[src/rtl/local_eject_rx_if.sv]
// rtl/local_eject_rx_if.sv - router-facing flit input and PE-facing valid/ready output of the eject receiver
interface local_eject_rx_if #(
    parameter int FLIT_W = 8
);
    logic [FLIT_W-1:0] flit_in;
    logic              flit_wr;
    logic              buf_full;
    logic              pe_valid;
    logic [FLIT_W-1:0] pe_data;
    logic              pe_ready;

    modport master (
        output flit_in, flit_wr, pe_ready,
        input  buf_full, pe_valid, pe_data
    );

    modport slave (
        input  flit_in, flit_wr, pe_ready,
        output buf_full, pe_valid, pe_data
    );
endinterface

[src/rtl/local_eject_rx.sv]
// rtl/local_eject_rx.sv - local-port ejection receiver: filters flits for NODE_ID, FIFO to PE, saturating stats
module local_eject_rx #(
    parameter int FLIT_W  = 8,
    parameter int NODE_ID = 0,
    parameter int DEPTH   = 4,
    parameter int CNT_W   = 8
) (
    input  logic                clk,
    input  logic                rst,
    local_eject_rx_if.slave     bus,
    output logic [CNT_W-1:0]    rx_count,
    output logic [CNT_W-1:0]    misroute_count,
    output logic [CNT_W-1:0]    drop_count
);
    localparam int AW = $clog2(DEPTH);
    localparam logic [AW:0] OCC_FULL = (AW+1)'(DEPTH);

    logic [FLIT_W-1:0] mem [DEPTH];
    logic [AW-1:0]     wr_ptr;
    logic [AW-1:0]     rd_ptr;
    logic [AW:0]       occ;
    logic [AW:0]       occ_next;
    logic              full_q;

    logic flit_live;
    logic addr_hit;
    logic cand;
    logic misroute;
    logic pop;
    logic wr_en;
    logic drop;

    assign flit_live = bus.flit_wr & bus.flit_in[FLIT_W-1];
    assign addr_hit  = (bus.flit_in[1:0] == NODE_ID[1:0]);
    assign cand      = flit_live & addr_hit;
    assign misroute  = flit_live & ~addr_hit;

    assign bus.pe_valid = (occ != '0);
    assign bus.pe_data  = bus.pe_valid ? mem[rd_ptr] : '0;
    assign bus.buf_full = full_q;

    // A full FIFO still accepts when the head leaves on the same edge.
    assign pop   = bus.pe_valid & bus.pe_ready;
    assign wr_en = cand & ((occ != OCC_FULL) | pop);
    assign drop  = cand & ~wr_en;

    always_comb begin
        occ_next = occ;
        if (wr_en && !pop) begin
            occ_next = occ + (AW+1)'(1);
        end else if (!wr_en && pop) begin
            occ_next = occ - (AW+1)'(1);
        end
    end

    always_ff @(posedge clk) begin
        if (wr_en) begin
            mem[wr_ptr] <= bus.flit_in;
        end
    end

    always_ff @(posedge clk) begin
        if (!rst) begin
            wr_ptr         <= '0;
            rd_ptr         <= '0;
            occ            <= '0;
            full_q         <= 1'b0;
            rx_count       <= '0;
            misroute_count <= '0;
            drop_count     <= '0;
        end else begin
            if (wr_en) begin
                wr_ptr <= wr_ptr + AW'(1);
            end
            if (pop) begin
                rd_ptr <= rd_ptr + AW'(1);
            end
            occ    <= occ_next;
            full_q <= (occ_next == OCC_FULL);
            if (wr_en && rx_count != '1) begin
                rx_count <= rx_count + CNT_W'(1);
            end
            if (misroute && misroute_count != '1) begin
                misroute_count <= misroute_count + CNT_W'(1);
            end
            if (drop && drop_count != '1) begin
                drop_count <= drop_count + CNT_W'(1);
            end
        end
    end
endmodule

[src/flat_wrapper.sv]
// flat-port wrapper written by rule: the top's interface ports become plain ports
module local_eject_rx_flat 
#(
    parameter int FLIT_W  = 8,
    parameter int NODE_ID = 0,
    parameter int DEPTH   = 4,
    parameter int CNT_W   = 8
)
  (clk, rst, rx_count, misroute_count, drop_count, bus_flit_in, bus_flit_wr, bus_pe_ready, bus_buf_full, bus_pe_valid, bus_pe_data);
  local_eject_rx_if #(.FLIT_W(FLIT_W)) bus_i ();
  input  logic clk;
  input  logic rst;
  output logic [CNT_W-1:0] rx_count;
  output logic [CNT_W-1:0] misroute_count;
  output logic [CNT_W-1:0] drop_count;
  input wire logic [$bits(bus_i.flit_in)-1:0] bus_flit_in;
  input wire logic [$bits(bus_i.flit_wr)-1:0] bus_flit_wr;
  input wire logic [$bits(bus_i.pe_ready)-1:0] bus_pe_ready;
  output wire logic [$bits(bus_i.buf_full)-1:0] bus_buf_full;
  output wire logic [$bits(bus_i.pe_valid)-1:0] bus_pe_valid;
  output wire logic [$bits(bus_i.pe_data)-1:0] bus_pe_data;
  assign bus_i.flit_in = bus_flit_in;
  assign bus_i.flit_wr = bus_flit_wr;
  assign bus_i.pe_ready = bus_pe_ready;
  assign bus_buf_full = bus_i.buf_full;
  assign bus_pe_valid = bus_i.pe_valid;
  assign bus_pe_data = bus_i.pe_data;
  local_eject_rx #(.FLIT_W(FLIT_W), .NODE_ID(NODE_ID), .DEPTH(DEPTH), .CNT_W(CNT_W)) u_core (.clk(clk), .rst(rst), .bus(bus_i), .rx_count(rx_count), .misroute_count(misroute_count), .drop_count(drop_count));
endmodule
[config.mk]
export PLATFORM = sky130hd
export DESIGN_NAME = local_eject_rx_flat
export DESIGN_NICKNAME = d
export VERILOG_FILES = /design/src/rtl/local_eject_rx_if.sv /design/src/rtl/local_eject_rx.sv /design/src/flat_wrapper.sv
export SDC_FILE = /design/constraint.sdc
export NUM_CORES = 1
export LEC_CHECK = 0
export ABC_CLOCK_PERIOD_IN_PS = 3000
export CORE_MARGIN = 2
export CORE_UTILIZATION = 25
export CTS_CLUSTER_DIAMETER = 60
export DETAILED_ROUTE_END_ITERATION = 8
export GPL_TIMING_DRIVEN = 0
export SYNTH_ARGS = -nofsm -noshare
export SYNTH_HDL_FRONTEND = slang
export SYNTH_SLANG_ARGS = --single-unit
[constraint.sdc]
create_clock -name clk -period 3 [get_ports clk]
set_input_delay 0.3 -clock clk [delete_from_list [all_inputs] [get_ports clk]]
set_output_delay 0.3 -clock clk [all_outputs]
set_load 0.05 [all_outputs]
======== After elaboration in Yosys (flattened, before gate mapping) ========
Memories as Yosys holds them, arrays and structs flattened. A register that Yosys moved wholly into a read port is not among the register bits.
Cells that the tools add are included.
W data, S select, Z words.
storage, ports and cells
  bits in registers ....................... 32
  memory bits (writable) .................. 32
  input bits .............................. 12
  logic and storage cells ................. 45
  memories ................................ 1
memories
  memory      words  bits a word  rd ports  clocked after Yosys merged registers in  write ports  RTL line              RTL
  u_core.mem  4      8            1         1                                        1            local_eject_rx.sv:18  logic [FLIT_W-1:0] mem [DEPTH];
operators by class
  $add $sub $neg .......................... 7
  equal/unequal tests ..................... 5
  muxes and demuxes ....................... 7
  bitwise logic cells ..................... 9
  reduce and logical (&&, ||, !) cells .... 9
operators with widths
  operator               number
  $add A8 B1 Y8 const B  3
  $ne A8 B8 Y1 const B   3
  $mux W8                1
  $and A1 B1 Y1          6
  $mux W3                2
  $logic_and A1 B1 Y1    5
  $add A2 B1 Y2 const B  2
  $mux W2                2
  $add A3 B1 Y3 const B  1
  $eq A3 B3 Y1 const B   1
  $ne A3 B3 Y1 const B   1
  $reduce_bool A3 Y1     1
  $sub A3 B1 Y3 const B  1
  $logic_not A1 Y1       2
  $logic_not A2 Y1       1
  $mux W1                2
  $not A1 Y1             2
  $or A1 B1 Y1           1

======== Logic depth before layout (Yosys ltp) ========
Gate-level depths: netlist of run 1.
  depth in word-level cells ............... 9
  depth in mapped cells ................... 7

======== Least setup slack after synthesis of run 1 ========
Ideal clock, no wire load.
  path kind ............................... register to output
  start point ............................. register u_core.occ[0]
  end point ............................... output bus_pe_data[0]
  data arrival time ....................... 1.959 ns
  required time ........................... 2.700 ns
  setup slack ............................. 0.741 ns
  cell stages (with the launch flop) ...... 6
  cells stage by stage .................... dfxtp_1 inv_1 ha_1 nand2b_1 clkbuf_1 and2_1
on the way
  longest elaborated chain between the ends .. 2
ends and longest elaborated chain
  what                      RTL line              RTL
  start: declaration        local_eject_rx.sv:21  logic [AW:0] occ;
  start signal: assignment  local_eject_rx.sv:78  occ <= occ_next;
  $reduce_bool A3 Y1        local_eject_rx.sv:38  assign bus.pe_valid = (occ != '0);
  net bus_pe_valid          flat_wrapper.sv:20    output wire logic [$bits(bus_i.pe_valid)-1:0] bus_pe_valid;
  $mux W8                   local_eject_rx.sv:39  assign bus.pe_data = bus.pe_valid ? mem[rd_ptr] : '0;
  end: declaration          flat_wrapper.sv:21    output wire logic [$bits(bus_i.pe_data)-1:0] bus_pe_data;
The timed path passes the listed nets, and every way through them passes these cells.

======== Worst setup path after layout of run 1 ========
  start point ............................. register u_core.occ[0]
  end point ............................... output bus_pe_data[1]
on the way
  longest elaborated chain between the ends .. 2
ends and longest elaborated chain
  what                RTL line
  $reduce_bool A3 Y1  local_eject_rx.sv:38
  $mux W8             local_eject_rx.sv:39
Every way passes these cells.

==> summary.md, run 1 <==
| Metric | Value |
|---|---|
| Outcome | `finished, final reports clean` |
| # clock sinks | `66` |
| Fill count | `1130` |
| MaxCap Viol Count | `0` |
| Final nets | `326` |
| Synthesized cell area | `2950 µm²` |
| Drt drc | `0` |
| Sequential-to-total area share from yosys stat | `0.556` |
| Routed vias/inst | `4.68` |
| PostCTS Resize Cnt | `0` |
| Number of setup buffers added after CTS | `0` |
| Final hold vios | `0` |
| Critical path required time | `2.70 ns` |
| Post-route cell area | `3900 µm²` |
| Area grow syn2layout | `32.0%` |
| Fmax | `0.387 GHz` |
| Die Area | `12700 µm²` |
| Register Area | `1640 µm²` |
| Pleak | `1.44 nW` |
| CP Max Fanout | `10` |
| HPWL Detailed | `4290 µm` |
| Iter 0 DRT Violations | `90` |
| Crit path capture type | `output pin` |
| Yosys cell types | `44` |
| N_diodes | `0` |
| Cell Pwr Density | `725 nW/µm²` |
| # IOs | `46` |
| Pin count of the biggest net entering global routing | `14` |
| Clock Skew | `0.00481 ns` |
| Tcrit/Tclk final | `0.862` |
| Vias | `2116` |
| Startpoint types | `flip-flop` |
| Antenna viol nets, final | `0` |
| Syn_area_per_cell | `11.9 µm²` |
| Initial antenna violation count | `0` |
| Routed wire length | `6240 µm` |
| Max Slew Vio Count | `0` |
| CP max-delay cell | `dlymetal6s2s_1` |
| Tmin final | `2.58 ns` |
| FP Rows | `39` |
| First-pass GRT wire length | `10200 µm` |
| Core area | `11500 µm²` |
| Die Width | `113 µm` |
| CTS H-tree lvls | `3` |
| Synth Net Count | `271` |
| Total negative slack | `0 ns` |
| Synth warn | `0` |
| Initial Util | `0.257` |
| Maximum VDD drop | `0.424 mV` |
| Gate Count Post-Synth | `249` |
| # setup viols final | `0` |
| Max Buffers Root-to-Sink | `2` |
| Crit path DAT | `2.28 ns` |
| Gpl congestion | `0.798` |
| Area post-placement | `3570 µm²` |
| Clock insertion delay at the later pin of the skew report | `0.33 ns` |
| Critical path, cell by cell | `inv_1, ha_1, nand2b_1, clkbuf_1, and2_1, dlymetal6s2s_1` |
| CTS clk-pin slew, worst paths | `0.06 ns` |
| Hold-fix buffers, CTS | `0` |
| RSZ-0062 raised after global routing | `false` |
| DR WL/cell | `13.8 µm` |
| Port bufs | `44` |
| Layout cells sized above 1 | `0.110` |
| Area of the multi-input gates | `1220 µm²` |
| DR pass1 iterations | `4` |
| CTS tree | `yes` |
| Seq cells post-synth | `66` |
| Number of CTS-inserted buffers | `9` |
| Total grt overflow | `0` |
| Slew margin rel. | `0.640` |
| Total global-route track usage | `0.103` |
| Hold Path Class | `input port to flip-flop` |
| Die Height | `113 µm` |
| WS Path Type | `flip-flop to output pin` |
| Vias in the first global route | `2022` |
| Worst slew pin tran | `0.538 ns` |
| Root buffer cell | `clkbuf_16` |
| Worst stage delay on the critical path | `0.42 ns` |
-- logic make-up after synthesis --
logic type,after synthesis,share of synthesized area
simple gates,87,0.170
flops,66,0.556
compound gates,49,0.107
buf+inv,18,0.0292
mux,12,0.0746
fa+ha+maj,10,0.0424
xor+xnor,7,0.0208
-- worst paths after layout --
path | startpoint | to | slack, ns | cells past startpoint
setup / recovery | u_core.occ[0] | bus_pe_data[1] | 0.42 | 6
hold / removal | bus_pe_ready | flip-flop | 0.42 | 4
setup reg to reg | u_core.occ[0] | u_core.drop_count[4] | 1.10 | 7
hold reg to reg | u_core.rx_count[6] | u_core.rx_count[6] | 0.49 | 2
-- report_power, final --
part	total (mW)	switching, mW	internal [mW]
combinational	0.764	0.479	0.285
clock	1.05	0.402	0.649
sequential	1.01	0.0268	0.982
total	2.82	0.908	1.92
-- placed cells by master, fill, tap and decap left out, types with 9 or more instances in the layout --
cell,count
ha_1,10
clkbuf_16,9
dlymetal6s2s_1,9
nand3_1,13
clkdlybuf4s50_1,35
dfxtp_1,34
edfxtp_1,32
a21oi_1,17
and2_1,9
nand2_1,14
nor2_1,16
-- synth_stat cells, drive strengths merged --
cell type | n | share of area
nand3b | 1 | 0.0068
xnor2 | 2 | 0.0059
mux4 | 8 | 0.061
inv | 9 | 0.011
nor3b | 1 | 0.0025
a31oi | 2 | 0.0042
clkbuf | 5 | 0.0068
o41ai | 2 | 0.0059
dfxtp | 34 | 0.23
or3 | 5 | 0.011
ha | 10 | 0.042
nand2b | 3 | 0.0064
nand4bb | 1 | 0.0038
or4 | 7 | 0.018
a21oi | 17 | 0.029
and4 | 1 | 0.0030
o21ai | 8 | 0.014
and3 | 6 | 0.013
buf | 4 | 0.011
a311oi | 3 | 0.0089
a21boi | 1 | 0.0025
nor2 | 16 | 0.020
mux2i | 4 | 0.014
o31ai | 6 | 0.015
a21o | 1 | 0.0025
nand4 | 5 | 0.011
nand3 | 13 | 0.022
and4bb | 1 | 0.0042
edfxtp | 32 | 0.33
o211ai | 5 | 0.014
nor4bb | 1 | 0.0034
nand2 | 15 | 0.022
nor3 | 1 | 0.0017
o22a | 1 | 0.0030
and3b | 1 | 0.0030
a2111oi | 1 | 0.0030
a211oi | 2 | 0.0051
xor2 | 5 | 0.015
and2 | 9 | 0.019
-- worst max-delay path, delay by kind of cell, from the launching register on --
family        cells  cell delay [ns]
fa+ha+maj         1             0.30
flops             1             0.37
buf+inv           3             0.90
simple gates      2             0.38
-- registers in the layout, summed over array words and instances, names as in the netlist, named ones only --
signal	count
u_core.wr_ptr	2
u_core.bus.buf_full	1
u_core.mem	32
u_core.drop_count	8
u_core.occ	3
u_core.misroute_count	8
u_core.rx_count	8
u_core.rd_ptr	2
-- per-stage QoR --
| stage | utilization | power, mW | std cells | hold slack, ns | setup slack [ns] |
|---|---|---|---|---|---|
| floorplan | - | 1.58 | 249 | 0.399 | 0.741 |
| global placement | 0.311 | 1.80 | 436 | 0.485 | 0.386 |
| detailed placement | 0.311 | 1.81 | 436 | 0.486 | 0.354 |
| CTS | 0.338 | 2.87 | 452 | 0.413 | 0.00400 |
| global route | 0.340 | 2.96 | 452 | 0.453 | 0.228 |
| finish | 0.340 | 2.82 | 452 | 0.418 | 0.415 |
-- layer usage --
layer / routed length [µm] / vias up / global-route usage
met3: 306 / 12 / 0.0389
met4: 99 / 0 / 0.0366
met2: 2790 / 42 / 0.156
li1: - / 1059 / -
met5: 0 / - / 0
met1: 3040 / 1003 / 0.134
-- area by class of cell --
| cell class | instances | area share |
|---|---|---|
| inverter | 9 | 0.00867 |
| clock inverter | 7 | 0.0199 |
| multi-input combinational | 165 | 0.314 |
| tap | 143 | 0.0459 |
| buffer | 9 | 0.0135 |
| sequential | 66 | 0.421 |
| timing repair buffer | 44 | 0.119 |
| clock buffer | 9 | 0.0578 |
Note: power is estimated with default switching activity, not from simulation.
==> inputs of run 2 (changes only) <==
- CAP_MARGIN: default -> 25
- CTS_BUF_LIST: default -> sky130_fd_sc_hd__clkbuf_16
- GPL_TIMING_DRIVEN: 0 -> default
==> run 2 against run 1 <==
  * Clock power about the same
  * Total power is 1.0% lower
  * Sequential power hardly changed
  * Maximum frequency down 7.3%
  * Setup slack lost 0.20 ns
  * Sequential share of layout area grew 0.73 points
  * Die area stayed put
==> summary.md, run 2 (synthesis gave the netlist of run 1 again) <==
| Metric | Value |
|---|---|
| Die Width | `113 µm (unchanged)` |
| Die Height | `113 µm (unchanged)` |
| Post-route cell area | `3830 µm² (-1.7%)` |
| Initial Util | `0.257 (unchanged)` |
| Commonest non-fill, non-tap cell in the layout | `clkdlybuf4s50_1` |
| Initial antenna violation count | `0 (unchanged)` |
| Met2 usage | `0.159 (+0.00319)` |
| Crit path DAT | `2.49 ns (+0.21 ns)` |
| Total negative slack | `0 ns (unchanged)` |
| DR WL/cell | `14.4 µm (+4.2%)` |
| N_diodes | `0 (unchanged)` |
| Vias in the first global route | `2041 (+0.94%)` |
| Drt drc | `0 (unchanged)` |
| FP Rows | `39 (unchanged)` |
| Hold Path Class | `flip-flop to flip-flop` |
| Final nets | `319 (-2.1%)` |
| # setup viols final | `0 (unchanged)` |
| Most flop-heavy register | `u_core.mem` |
| Pleak | `1.29 nW (-10%)` |
| HPWL Detailed | `4330 µm (+0.74%)` |
| Fmax | `0.359 GHz (-7.3%)` |
| Crit path capture type | `output pin` |
| PostCTS Resize Cnt | `0 (unchanged)` |
| CTS H-tree lvls | `3 (unchanged)` |
| GRT busiest layer | `met2` |
| R2r setup slk | `0.92 ns (-0.18 ns)` |
| CTS clk-pin slew, worst paths | `0.05 ns (about the same)` |
| Slew margin rel. | `0.443 (-0.197)` |
| Port bufs | `45 (+2.3%)` |
| RSZ-0062 raised after global routing | `false` |
| Clock insertion delay at the later pin of the skew report | `0.33 ns (about the same)` |
| Number of setup buffers added after CTS | `0 (unchanged)` |
| Max Slew Vio Count | `0 (unchanged)` |
| Antenna viol nets, final | `0 (unchanged)` |
| Commonest non-fill, non-tap cells in the layout | `clkdlybuf4s50_1, dfxtp_1, edfxtp_1` |
| Core area | `11500 µm² (unchanged)` |
| Outcome | `finished, final reports clean` |
| Gpl congestion | `0.811 (+1.7%)` |
| Maximum VDD drop | `0.469 mV (+11%)` |
| MaxCap Viol Count | `0 (unchanged)` |
| Tmin final | `2.79 ns (+0.203 ns)` |
| Worst stage delay on the critical path | `0.81 ns (+0.39 ns)` |
| Total global-route track usage | `0.106 (+0.00285)` |
| CP max-delay cell | `clkdlybuf4s50_1` |
| Largest register FFs | `32 (unchanged)` |
| Critical path, cell by cell | `inv_1, ha_1, nand2b_1, and2_1, clkdlybuf4s50_1` |
| Critical path required time | `2.70 ns (about the same)` |
| # clock sinks | `66 (unchanged)` |
| Iter 0 DRT Violations | `79 (-12%)` |
| # IOs | `46 (unchanged)` |
| CTS tree | `yes` |
| Total grt overflow | `0 (unchanged)` |
| Met3 Use GR | `0.0373 (-0.00162)` |
| Area grow syn2layout | `29.8%` |
| Max Buffers Root-to-Sink | `2 (unchanged)` |
| CP Max Fanout | `13 (+3)` |
| Final hold vios | `0 (unchanged)` |
| Clock Skew | `0.00574 ns (+0.000925 ns)` |
| Routed wire length | `6400 µm (+2.6%)` |
| Routed vias/inst | `4.71 (+0.66%)` |
| Area post-placement | `3540 µm² (-0.98%)` |
| Worst slew pin tran | `0.832 ns (+0.295 ns)` |
| Number of CTS-inserted buffers | `9 (unchanged)` |
| Die Area | `12700 µm² (unchanged)` |
| Tcrit/Tclk final | `0.929 (+0.0677)` |
| DR pass1 iterations | `4 (unchanged)` |
| Startpoint types | `flip-flop` |
| GR Util met1 | `0.137 (+0.00230)` |
| Cell Pwr Density | `730 nW/µm² (+0.68%)` |
| WS Path Type | `flip-flop to output pin` |
| Pin count of the biggest net entering global routing | `29 (+15)` |
| First-pass GRT wire length | `10500 µm (+2.3%)` |
| CP top delay family | `buffers and inverters` |
| Layout cells sized above 1 | `0.0960 (-0.0140)` |
| WP buf/inv | `2 (-1)` |
| Hold-fix buffers, CTS | `0 (unchanged)` |
| Root buffer cell | `clkbuf_16` |
| Vias | `2097 (-0.90%)` |
-- run 2: cell count changes in the layout (fill, tap and decap cells not counted), sizes merged --
cell	before	now
buf	4	1
clkinv	3	4
dlymetal6s2s	9	0
clkbuf	14	9
clkdlybuf4s50	35	45
inv	11	10
-- run 2: area by class of cell --
type                            count  area, µm²
Fill cell                        1143       7640
Sequential cell                    66       1640
Multi-Input combinational cell    165       1220
Timing Repair Buffer               46        458
Clock buffer                        9        225
Tap cell                          143        179
Clock inverter                      7       68.8
Inverter                            9       33.8
-- run 2: power by group --
group	total, mW	internal (mW)	leakage, nW	switching (mW)
clock network	1.03	0.641	0.143	0.388
registers	1.04	0.983	0.563	0.0588
logic	0.726	0.283	0.579	0.443
total	2.80	1.91	1.29	0.890
-- run 2: per-stage QoR --
| step | power, mW | util | cells | setup WS, ns | hold slack, ns |
|---|---|---|---|---|---|
| after floorplan | 1.58 | - | 249 | 0.741 | 0.399 |
| after global placement | 1.78 | 0.308 | 429 | 0.578 | 0.481 |
| after detailed placement | 1.79 | 0.308 | 429 | 0.541 | 0.488 |
| after CTS | 2.83 | 0.334 | 445 | 0.183 | 0.499 |
| after global routing | 2.92 | 0.334 | 445 | 0.0342 | 0.532 |
| final | 2.80 | 0.334 | 445 | 0.212 | 0.495 |
-- run 2: layer usage --
| metal | part of all wire | up-vias | wire length, µm |
|---|---|---|---|
| met5 | 0 | - | 0 |
| met4 | 0.012 | 0 | 78 |
| met3 | 0.057 | 8 | 367 |
| met2 | 0.44 | 47 | 2840 |
| met1 | 0.49 | 996 | 3110 |
| li1 | - | 1046 | - |
-- run 2: worst paths after layout --
path,from,end,cells past startpoint
max,u_core.occ[0],bus_pe_data[6],5
min,u_core.rx_count[7],u_core.rx_count[7],2
max reg2reg,u_core.occ[0],u_core.rx_count[5],6
min reg2reg,u_core.rx_count[7],u_core.rx_count[7],2
-- run 2: worst register-to-register path, stage by stage (launching register included) --
cell      delay, ns
dfxtp_1        0.37
inv_1          0.11
ha_1           0.30
nand3b_4       0.16
o211ai_1       0.34
or4_1          0.59
a21oi_1        0.15
